<file path="src/rtl/simple_if_reader.sv">
// Receiving end of the simple_if data/valid channel: show-ahead FIFO with
// valid/ready on both sides, an accepted-word counter and a sticky writer protocol checker.
module simple_if_reader #(
  parameter int unsigned DATA_W = 8,
  parameter int unsigned DEPTH  = 4,
  parameter int unsigned CNT_W  = 16
) (
  input  logic                     clk,
  input  logic                     rst,
  input  logic [DATA_W-1:0]        in_data,
  input  logic                     in_valid,
  output logic                     in_ready,
  output logic [DATA_W-1:0]        out_data,
  output logic                     out_valid,
  input  logic                     out_ready,
  output logic [$clog2(DEPTH):0]   count,
  output logic [CNT_W-1:0]         rx_count,
  output logic                     proto_err
);

  localparam int unsigned PTR_W = $clog2(DEPTH);
  localparam logic [PTR_W:0] FULL = (PTR_W+1)'(DEPTH);

  logic [DATA_W-1:0] mem [DEPTH];
  logic [PTR_W-1:0]  rd_ptr;
  logic [PTR_W-1:0]  wr_ptr;
  logic              push;
  logic              pop;
  logic              stalled;
  logic [DATA_W-1:0] stall_data;

  always_comb begin
    in_ready  = (count != FULL);
    out_valid = (count != '0);
    push      = in_valid & in_ready;
    pop       = out_valid & out_ready;
    out_data  = mem[rd_ptr];
  end

  // Storage needs no reset: pointers and count define what is visible.
  always_ff @(posedge clk) begin
    if (push) begin
      mem[wr_ptr] <= in_data;
    end
  end

  always_ff @(posedge clk or posedge rst) begin
    if (rst) begin
      rd_ptr   <= '0;
      wr_ptr   <= '0;
      count    <= '0;
      rx_count <= '0;
    end else begin
      if (push) begin
        wr_ptr   <= wr_ptr + PTR_W'(1);
        rx_count <= rx_count + CNT_W'(1);
      end
      if (pop) begin
        rd_ptr <= rd_ptr + PTR_W'(1);
      end
      case ({push, pop})
        2'b10:   count <= count + (PTR_W+1)'(1);
        2'b01:   count <= count - (PTR_W+1)'(1);
        default: count <= count;
      endcase
    end
  end

  // A stalled writer must hold valid high and data stable until accepted.
  always_ff @(posedge clk or posedge rst) begin
    if (rst) begin
      stalled    <= 1'b0;
      stall_data <= '0;
      proto_err  <= 1'b0;
    end else begin
      stalled    <= in_valid & ~in_ready;
      stall_data <= in_data;
      if (stalled && (!in_valid || (in_data != stall_data))) begin
        proto_err <= 1'b1;
      end
    end
  end

endmodule

</file>
<file path="config.mk">
export PLATFORM = sky130hd
export DESIGN_NAME = simple_if_reader
export DESIGN_NICKNAME = d
export VERILOG_FILES = /design/src/rtl/simple_if_reader.sv
export SDC_FILE = /design/constraint.sdc
export NUM_CORES = 1
export LEC_CHECK = 0
export ABC_AREA = 1
export CAP_MARGIN = 20
export CORE_ASPECT_RATIO = 1.1
export CORE_MARGIN = 2
export CORE_UTILIZATION = 54
export DETAILED_ROUTE_END_ITERATION = 16
export GPL_TIMING_DRIVEN = 1
export PLACE_DENSITY = 0.8
export SYNTH_ARGS = -nofsm -noshare
export SYNTH_HDL_FRONTEND = slang
export SYNTH_SLANG_ARGS = --single-unit
</file>
<file path="constraint.sdc">
create_clock -name clk -period 2.3 [get_ports clk]
set_input_delay 0.46 -clock clk [delete_from_list [all_inputs] [get_ports clk]]
set_output_delay 0.46 -clock clk [all_outputs]
set_load 0.02 [all_outputs]
</file>
* Word-level counts from Yosys, hierarchy flattened
Memories as Yosys holds them, arrays and structs flattened.
Cells that the tools add are included.
** Cells by class
- Eq/ne operators :: 4
- Reduce and logical (&&, ||, !) cells :: 5
- Bitwise operators :: 4
- Mux-type cells :: 3
- $add $sub $neg :: 5
** Operators with widths (number)
- $add A16 B1 Y16 const B :: 1
- $ne A8 B8 Y1 :: 1
- $pmux W3 S2 :: 1
- $add A2 B1 Y2 const B :: 2
- $add A3 B1 Y3 const B :: 1
- $and A1 B1 Y1 :: 3
- $ne A3 B3 Y1 const B :: 1
- $reduce_bool A3 Y1 :: 1
- $sub A3 B1 Y3 const B :: 1
- $eq A2 B1 Y1 const B :: 1
- $eq A2 B2 Y1 const B :: 1
- $mux W1 :: 2
- $reduce_bool A2 Y1 :: 1
- $logic_and A1 B1 Y1 :: 1
- $logic_not A1 Y1 :: 1
- $logic_or A1 B1 Y1 :: 1
- $not A1 Y1 :: 1
** Word-level totals
- Register bits after elaboration :: 33
- Word-level logic and storage cells :: 29
- Memories kept :: 1
- Bits of input ports :: 12
- Output and inout bits :: 30
- RAM bits :: 32
** Memory list
- mem :: depth 4, width 8, rd ports 1, clocked after memory_dff 0, write ports 1, RTL line 24 : logic [DATA_W-1:0] mem [DEPTH];

* Depth between registers and ports, before layout
Gate-level depths: netlist of the first run.
- Word-level depth :: 4
- Gate-level depth with buffers :: 10
- Mapped depth without buffers :: 10

* Worst setup path after synthesis of the first run
OpenSTA, ideal clock, no wires.
- Path type :: register -> register
- Start point :: register count[0]
- End point :: register count[2]
- Setup time :: 0.131 ns
- Required time :: 2.169 ns
- Arrival :: 1.959 ns
- Buffers on the path :: 1
- Cell stages (with the launch flop) :: 11
- Path slack :: 0.210 ns
- Period minus slack after synthesis :: 2.090 ns
- Cell sequence :: dfrtp_1 > inv_1 > nand3_4 > nand2_4 > buf_6 > ha_1 > inv_1 > fa_1 > a21oi_1 > o21ai_0 > xor2_1
** Between the ends
- Word-level cells in the longest chain between the ends :: 4
- Elaborated cells between the ends (all ways) :: 10
- Those cells by class :: add/sub: 2; eq/ne: 3; mux: 1; bitwise: 2; reduce/logical: 2
** RTL lines
- start: declaration :: RTL line 16 : output logic [$clog2(DEPTH):0] count,
- start signal: assignment :: RTL line 62 : 2'b10: count <= count + (PTR_W+1)'(1);
- start signal: assignment :: RTL line 63 : 2'b01: count <= count - (PTR_W+1)'(1);
- start signal: assignment :: RTL line 64 : default: count <= count;
- $ne A3 B3 Y1 (*) :: RTL line 33 : in_ready = (count != FULL);
- net in_ready :: RTL line 12 : output logic in_ready,
- $and A1 B1 Y1 (*) :: RTL line 35 : push = in_valid & in_ready;
- $eq A2 B1 Y1 / $eq A2 B2 Y1 (equally long branches) :: RTL line 61 : case ({push, pop})
- $pmux W3 S2 / $reduce_bool A2 Y1 (equally long branches)
Mark *: on every way through the listed nets, which the timed path passes. The rest lies on a longest branch.
A chain may end at the register's enable or synchronous reset.

* Worst setup path after layout of the first run
- Start point :: register rd_ptr[0]
- End point :: output port out_data[0]
** Between the ends
- Word-level cells in the longest chain between the ends :: 1
** RTL lines
- start: declaration :: RTL line 25 : logic [PTR_W-1:0] rd_ptr;
- start signal: assignment :: RTL line 59 : rd_ptr <= rd_ptr + PTR_W'(1);
- $mem_v2 Z4 W8
- end: declaration :: RTL line 13 : output logic [DATA_W-1:0] out_data,
Every way passes these cells.

==> results of run 1 <==
-- worst paths after layout --
path,slack [ns],end
max in group asynchronous,1.50,count[1]
setup reg to reg,0.40,count[2]
hold / removal,0.45,proto_err
setup / recovery,0.13,out_data[0]
min in group asynchronous,0.51,stall_data[3]
hold reg to reg,0.45,proto_err
-- worst min-delay path, cell delays in order, from the launching register on --
cell     delay (ns)
dfrtp_1        0.32
nand2_1        0.05
nand2_1        0.05
-- routing by layer --
metal | track usage, % | vias to the layer above | routed length (µm)
met2 | 33.6 | 44 | 2670
met3 | 5.90 | 11 | 270
met1 | 23.9 | 915 | 2250
met5 | 0 | - | 0
li1 | - | 993 | -
met4 | 9.64 | 0 | 104
-- logic make-up after synthesis --
| kind of cell | Yosys count | share of synthesized area [%] |
|---|---|---|
| AND/OR/NAND/NOR | 113 | 17.8 |
| flip-flops | 65 | 62.4 |
| buffers and inverters | 43 | 6.03 |
| AO/OA/AOI/OAI | 30 | 5.59 |
| XOR/XNOR | 16 | 4.89 |
| adder cells (fa/ha/maj) | 7 | 3.32 |
-- placed cells by master (no fill, tap or decap), types with 2 or more instances in the layout --
cell type         n
nand2_1          54
inv_1            38
nor2_1           36
dfrtp_1          33
clkdlybuf4s50_1  33
edfxtp_1         32
o21ai_0          19
clkbuf_8         11
buf_4             9
xnor2_1           8
xor2_1            8
o22ai_1           8
dlygate4sd2_1     8
nand3_1           7
ha_1              6
nor2_4            3
nand3b_1          3
nand2_2           2
nand4_1           2
a21oi_1           2
clkbuf_1          2
-- registers in the layout, summed over array words and instances, names as in the netlist --
register    flops
proto_err       1
rd_ptr          2
stalled         1
count           3
mem            32
wr_ptr          2
rx_count       16
stall_data      8
-- where the power goes --
part | leakage [µW] | total [µW] | switching (µW) | internal (µW)
clock | 0.000101 | 961 | 405 | 555
sequential | 0.000699 | 1620 | 150 | 1470
combinational | 0.000759 | 1500 | 901 | 601
-- stage by stage --
stage	std cells	setup WS [ns]
final	393	0.128
after global routing	393	0.0251
after CTS	393	0.0932
after detailed placement	377	0.0967
after global placement	377	0.167
after floorplan	274	0.210
-- what timing repair did --
action | CTS | global route
gates resized for setup | 8 | 0
setup endpoints to repair | 8 | 0
setup buffers | 0 | 0
-- area by class of cell --
type,count,area (µm²),share of cell area (%)
sequential,65,1790,50.0
multi-input combinational,166,906,25.4
timing repair buffer,50,468,13.1
clock buffer,13,159,4.45
inverter,38,143,3.99
tap,58,72.6,2.03
clock inverter,3,38.8,1.09
==> qor.csv, run 1 <==
metric,value,unit
status,"complete, no violations",
drive_gt1_share,9.55,%
ys_warn_count,0,
final_net_count,349,
worstHoldPathType,reg -> reg,
leakage,0.00156,µW
drt-initial-drc-count,148,
holdCritStartpoint,stalled,
synth_area,2870,µm²
hold_viol,0,
cts.htree.levels,3,
overflow,0,
crit_path_start,rd_ptr[0],
hold_slack,0.454,ns
vias_per_cell,4.99,
final.min_clock_period,2.17,ns
cp.arrival,1.71,ns
hold_buffers,0,
io_pins,42,
area_growth,24.7,%
synth_ff_type,dfrtp_1,
grt_max_degree,34,
finalCritPeriodShare,94.4,%
crit_family,buffers and inverters,
slowest_delay,0.37,ns
synth_top_area_share,33.5,%
coreArea,5070,µm²
final_area,3570,µm²
clkLatencyLatePin,0.33,ns
crit_chain,inv_1 > buf_4 > o21ai_0 > o22ai_1 > dlygate4sd2_1,
path_max_fanout,10,
nFillCells,382,
drc,0,
track_usage,20.2,%
syn_area_per_cell,10.5,µm²
r2r_cells,10,
io_buffers,41,
cts_root_buf,clkbuf_8,
detail-route-antenna-nets,0,
die_y,80.4,µm
synth_cells,274,
clk_pin_slew_worst_paths,0.07,ns
clk_path_buf_depth,2,
clock_sinks,65,
wl,5.29,mm
ys_seq_area_share,62.4,%
synth-seq-cells,65,
reg2reg_from,count[2],
vias,1963,
slew-limit-headroom,72.8,%
finClkSkew,0.00279,ns
critPathKind,reg -> out,
whs_path_depth,2,
yosys-top-cells-area,"edfxtp_1 34%, dfrtp_1 29%, nand2_1 7.1%",
grt_pass1_vias,1913,
setup_viol,0,
required,1.84,ns
post-synth-top-count-cell,nand2_1,
path_buf_inv,3,
drv_cap,0,
worstSetupStartpointType,flop,
netlist_top_cells_count,"54 x nand2_1, 38 x inv_1, 36 x nor2_1",
fmax,0.460,GHz
tightest_slew,0.408,ns
final_util,70.5,%
die_area,5910,µm²
crit_path_end_kind,output port,
cp.depth,5,
power.density,1140,nW/µm²
ys_async_sr_fraction,50.8,%
synth_cell_types,27,
gp_congestion,0.761,
critical_path.slowest_cell,dfrtp_1,
firstDrtPassIters,4,
rsz0062_at_grt,no,
numCtsBuffers,9,
total_power,4080,µW
avgRoutedWirePerCell,13.5,µm
antennaDiodeCount,0,
grt_pass1_wl,8.70,mm
syn-num-nets,293,
yosysTopAreaCell,edfxtp_1,
antenna_found_initial,0,
dp_hpwl,3.62,mm
chipWidth,73.5,µm
placementRows,27,
ir_drop,710,µV
tns,0,ns
place_area,3390,µm²
cts_tree,done,
maxSlewViolCount,0,
floorplan.initialDensity,56.5,%
synth_edf_count,32,
No activity file was read; power rests on OpenSTA's default activity.
==> inputs of run 2 (changes only) <==
CORE_UTILIZATION = 30   (was 54)
PLACE_DENSITY = default   (was 0.8)
==> qor.csv, run 2 (synthesized netlist as in run 1, its figures left out) <==
metric,value,unit,change
status,"complete, no violations",,
vias,1995,,+1.6%
die_area,10300,µm²,+75%
io_pins,42,,unchanged
hold_buffers,0,,unchanged
clkLatencyLatePin,0.33,ns,about the same
io_buffers,41,,unchanged
overflow,0,,unchanged
numCtsBuffers,9,,unchanged
ir_drop,733,µV,+3.3%
clk_pin_slew_worst_paths,0.07,ns,about the same
fmax,0.487,GHz,+5.7%
switching_power,1490,µW,+2.1%
vias_per_cell,4.39,,-12%
clk_path_buf_depth,2,,unchanged
whs_path_depth,2,,unchanged
slew-limit-headroom,71.7,%,-1.1 points
antennaDiodeCount,0,,unchanged
coreArea,9310,µm²,+84%
critPathKind,reg -> out,,
drc,0,,unchanged
path_buf_inv,2,,-1
maxSlewViolCount,0,,unchanged
p_clk_share,22.3,%,-1.2 points
rrSetupSlack,0.36,ns,-0.04 ns
slowest_delay,0.56,ns,+0.19 ns
holdCritStartpoint,stalled,,
grt_pass1_wl,9.89,mm,+14%
clock_sinks,65,,unchanged
drv_cap,0,,unchanged
area_growth,27.2,%,
cts_root_buf,clkbuf_8,,
final_util,39.2,%,-31 points
critical_path.slowest_cell,clkdlybuf4s50_1,,
layout_commonest_cell,nand2_1,,
finalCritPeriodShare,89.3,%,-5.1 points
required,1.84,ns,about the same
r2r_cells,10,,unchanged
worstSetupStartpointType,flop,,
gp_congestion,0.722,,-5.2%
final.min_clock_period,2.05,ns,-0.117 ns
chipWidth,97.2,µm,+32%
placementRows,37,,+37%
swShare,36.5,%,+0.82 points
reg2reg_from,count[2],,
r2r-end,count[2],,
leakage,0.00155,µW,-0.44%
grt_max_degree,34,,unchanged
path_max_fanout,3,,-7
regMostFlops,mem,,
rsz0062_at_grt,no,,
crit_family,buffers and inverters,,
cts.htree.levels,3,,unchanged
crit_path_end_kind,output port,,
min_to,proto_err,,
setup_viol,0,,unchanged
die_y,107,µm,+32%
wl,5.75,mm,+8.8%
largest_reg_flops,32,,unchanged
antenna_found_initial,0,,unchanged
layout_common_cells,"54 x nand2_1, 37 x inv_1, 36 x nor2_1, 33 x dfrtp_1, 33 x clkdlybuf4s50_1",,
firstDrtPassIters,5,,+1
crit_chain,inv_1 > nand3_1 > clkdlybuf4s50_1,,
floorplan.initialDensity,30.8,%,-26 points
avgRoutedWirePerCell,12.7,µm,-5.8%
cts_tree,done,,
power.density,1120,nW/µm²,-2.2%
p_comb_share,37.7,%,+0.9 points
tightest_slew,0.424,ns,+0.0159 ns
internal-power,2590,µW,-1.5%
track_usage,12.1,%,-8.1 points
cts_resized,9,,+1
cp.arrival,1.59,ns,-0.12 ns
hold_viol,0,,unchanged
cts_setup_buffers,0,,unchanged
worstHoldPathType,reg -> reg,,
final_net_count,351,,+0.57%
drive_gt1_share,9.79,%,+0.24 points
reg_top3,"mem x32, rx_count x16, stall_data x8",,
tns,0,ns,unchanged
nFillCells,919,,+140%
finClkSkew,0.0120,ns,+0.00919 ns
seqPwrFrac,40.1,%,+0.4 points
dp_hpwl,3.99,mm,+10%
grt_pass1_vias,2083,,+8.9%
drt-initial-drc-count,65,,-56%
detail-route-antenna-nets,0,,unchanged
run 2: per-stage QoR:
stage               hold slack (ns)  area (µm²)  std cells  setup WS, ns  total power, µW
finish                        0.446        3640        454         0.245             4070
global placement              0.442        3470        438         0.132             3260
global route                  0.477        3640        454         0.126             4350
detailed placement            0.443        3470        438        0.0413             3290
CTS                           0.455        3640        454         0.205             4140
floorplan                     0.418        2870        274         0.210             2560
run 2: per-layer routing:
metal,vias to the layer above,GRT usage [%],share of wire [%]
met5,-,0,0
li1,995,-,-
met2,40,20.1,49
met4,0,3.02,0.73
met1,955,14.8,46
met3,5,4.87,4.5
run 2: power by group through the flow:
stage               clock [µW]  combinational, µW  sequential, µW
finish                     907               1540            1630
global route               987               1700            1660
CTS                        940               1560            1640
detailed placement           0               1630            1650
global placement             0               1610            1650
floorplan                    0                860            1700
run 2: worst register-to-register path: cells and delay by family (launching register included):
family                     cells  cell delay [ns]
DFF                            1             0.43
and+or+nand+nor                2             0.21
xor gates and xnor gates       1             0.15
buffers and inverters          3             0.23
AOI/OAI and AO/OA              2             0.27
adders and majority gates      2             0.52
run 2: cell type report:
class,count,area [µm²],share of cell area (%)
clock inverter,4,45.0,1.24
inverter,38,143,3.91
multi-input combinational,166,906,24.9
clock buffer,12,135,3.71
timing repair buffer,52,483,13.3
tap,117,146,4.02
sequential,65,1790,49.0
run 2: worst max path at each step:
stage               slack, ns          end  cells after the start  startpoint
floorplan                0.21     count[2]                     10    count[0]
finish                   0.25    out_valid                      3    count[0]
CTS                      0.20    out_valid                      3    count[2]
detailed placement       0.04     count[2]                      9   out_ready
global route             0.13  out_data[6]                      5   rd_ptr[0]
global placement         0.13     count[2]                      9   out_ready
==> inputs of run 3 (changes only) <==
ABC_CLOCK_PERIOD_IN_PS = 2300   (was default)
CORE_MARGIN = 8   (was 2)
SKIP_CTS_REPAIR_TIMING = 1   (was default)
==> qor.csv, run 3 (synthesized netlist as in run 1, its figures left out) <==
metric,value,unit,change
floorplan.initialDensity,30.8,%,unchanged
multi_input_area,906,µm²,unchanged
dp_hpwl,4.20,mm,+5.2%
cts.htree.levels,3,,unchanged
slew-limit-headroom,71.4,%,-0.30 points
drive_gt1_share,10.7,%,+0.92 points
r2r-end,count[2],,
holdCritStartpoint,stalled,,
layout_common_cells,"54 x nand2_1, 37 x inv_1, 36 x nor2_1, 33 x dfrtp_1, 33 x clkdlybuf4s50_1",,
rrSetupSlack,0.39,ns,+0.03 ns
grt_pass1_vias,2121,,+1.8%
clk_path_buf_depth,2,,unchanged
drt-initial-drc-count,96,,+48%
whs_path_depth,2,,unchanged
vias_per_cell,4.35,,-0.98%
firstDrtPassIters,4,,-1
reg_top3,"mem x32, rx_count x16, stall_data x8",,
vias,1971,,-1.2%
io_pins,42,,unchanged
final_cells,453,,-0.22%
drc,0,,unchanged
worstHoldPathType,reg -> reg,,
final_net_count,350,,-0.28%
overflow,0,,unchanged
min_to,proto_err,,
die_y,119,µm,+11%
finClkSkew,0.00799,ns,-0.00399 ns
finalCritPeriodShare,89.9,%,+0.56 points
r2r_cells,10,,unchanged
gp_congestion,0.744,,+3.1%
io_buffers,41,,unchanged
placed_cells,437,,-0.23%
leakage,0.00162,µW,+4.4%
die_area,12900,µm²,+25%
clk_pin_slew_worst_paths,0.07,ns,about the same
critPathKind,reg -> out,,
track_usage,10.0,%,-2.1 points
largest_reg_flops,32,,unchanged
placementRows,37,,unchanged
grt_max_degree,34,,unchanged
cts_root_buf,clkbuf_8,,
numCtsBuffers,9,,unchanged
clkLatencyLatePin,0.34,ns,about the same
power.density,1140,nW/µm²,+1.6%
cts_tree,done,,
coreArea,9310,µm²,unchanged
path_max_fanout,3,,unchanged
ir_drop,522,µV,-29%
antenna_found_initial,0,,unchanged
hold_viol,0,,unchanged
hold_slack,0.455,ns,+0.00976 ns
grt_pass1_wl,10.1,mm,+2.4%
chipWidth,109,µm,+12%
area_growth,28.6,%,
nFillCells,911,,-0.87%
cp.arrival,1.61,ns,+0.02 ns
worstSetupStartpointType,flop,,
drv_cap,0,,unchanged
status,"complete, no violations",,
wl,6.09,mm,+5.8%
regMostFlops,mem,,
avgRoutedWirePerCell,13.4,µm,+6.0%
setup_viol,0,,unchanged
final.min_clock_period,2.07,ns,+0.0128 ns
antennaDiodeCount,0,,unchanged
regArea,1790,µm²,unchanged
detail-route-antenna-nets,0,,unchanged
required,1.84,ns,about the same
tightest_slew,0.428,ns,+0.00443 ns
layout_commonest_cell,nand2_1,,
clock_sinks,65,,unchanged
crit_path_end_kind,output port,,
reg2reg_from,count[0],,
maxSlewViolCount,0,,unchanged
rsz0062_at_grt,no,,
fmax,0.484,GHz,-0.62%
-- run 3: changes by cell type in the layout (fill, tap and decap cells not counted) --
cell | before | now
clkbuf_1 | 3 | 1
buf_4 | 11 | 10
dlymetal6s2s_1 | 0 | 8
dlygate4sd2_1 | 8 | 0
clkbuf_8 | 9 | 10
clkinv_1 | 2 | 0
clkinv_2 | 0 | 2
clkinvlp_4 | 1 | 2
-- run 3: metal layers --
metal	vias to the layer above	share of wire (%)	track usage (%)	routed length, µm
met2	42	45	15.6	2760
li1	993	-	-	-
met3	12	4.2	2.99	256
met5	-	0	0	0
met4	0	1.9	4.82	116
met1	924	49	12.3	2960
-- run 3: worst max-delay path, stage by stage, from the launching register on --
cell	delay, ns
dfrtp_1	0.41
inv_1	0.16
nand3_1	0.14
clkdlybuf4s50_1	0.57
-- run 3: through the flow --
stage	power (µW)	cell area, µm²	util (%)	TNS, ns	worst slack, ns
floorplan	2560	2870	-	0	0.210
global placement	3260	3470	37.3	0	0.138
detailed placement	3290	3470	37.3	0	0.103
CTS	4270	3660	39.4	-1.04	-0.151
global route	4470	3680	39.6	0	0.122
finish	4180	3680	39.6	0	0.233
-- run 3: area by class of cell --
| class | instances | area share, % |
|---|---|---|
| clock buffer | 11 | 3.84 |
| clock inverter | 5 | 1.49 |
| inverter | 38 | 3.87 |
| multi-input combinational | 166 | 24.6 |
| sequential | 65 | 48.5 |
| tap | 117 | 3.97 |
| timing repair buffer | 51 | 13.7 |
-- run 3: worst max path at each step --
stage	startpoint	end	slack [ns]	cells past startpoint
final	count[0]	out_valid	0.23	3
after global routing	count[0]	out_valid	0.12	3
after global placement	out_ready	count[2]	0.14	9
after detailed placement	out_ready	count[2]	0.10	9
after CTS	rd_ptr[0]	out_data[5]	-0.15	5
after floorplan	count[0]	count[2]	0.21	10
-- run 3: report_power, final --
part / total (µW) / switching [µW] / internal (µW)
sequential: 1630 / 154 / 1470
combinational: 1590 / 921 / 668
clock: 969 / 442 / 527
total: 4180 / 1520 / 2670
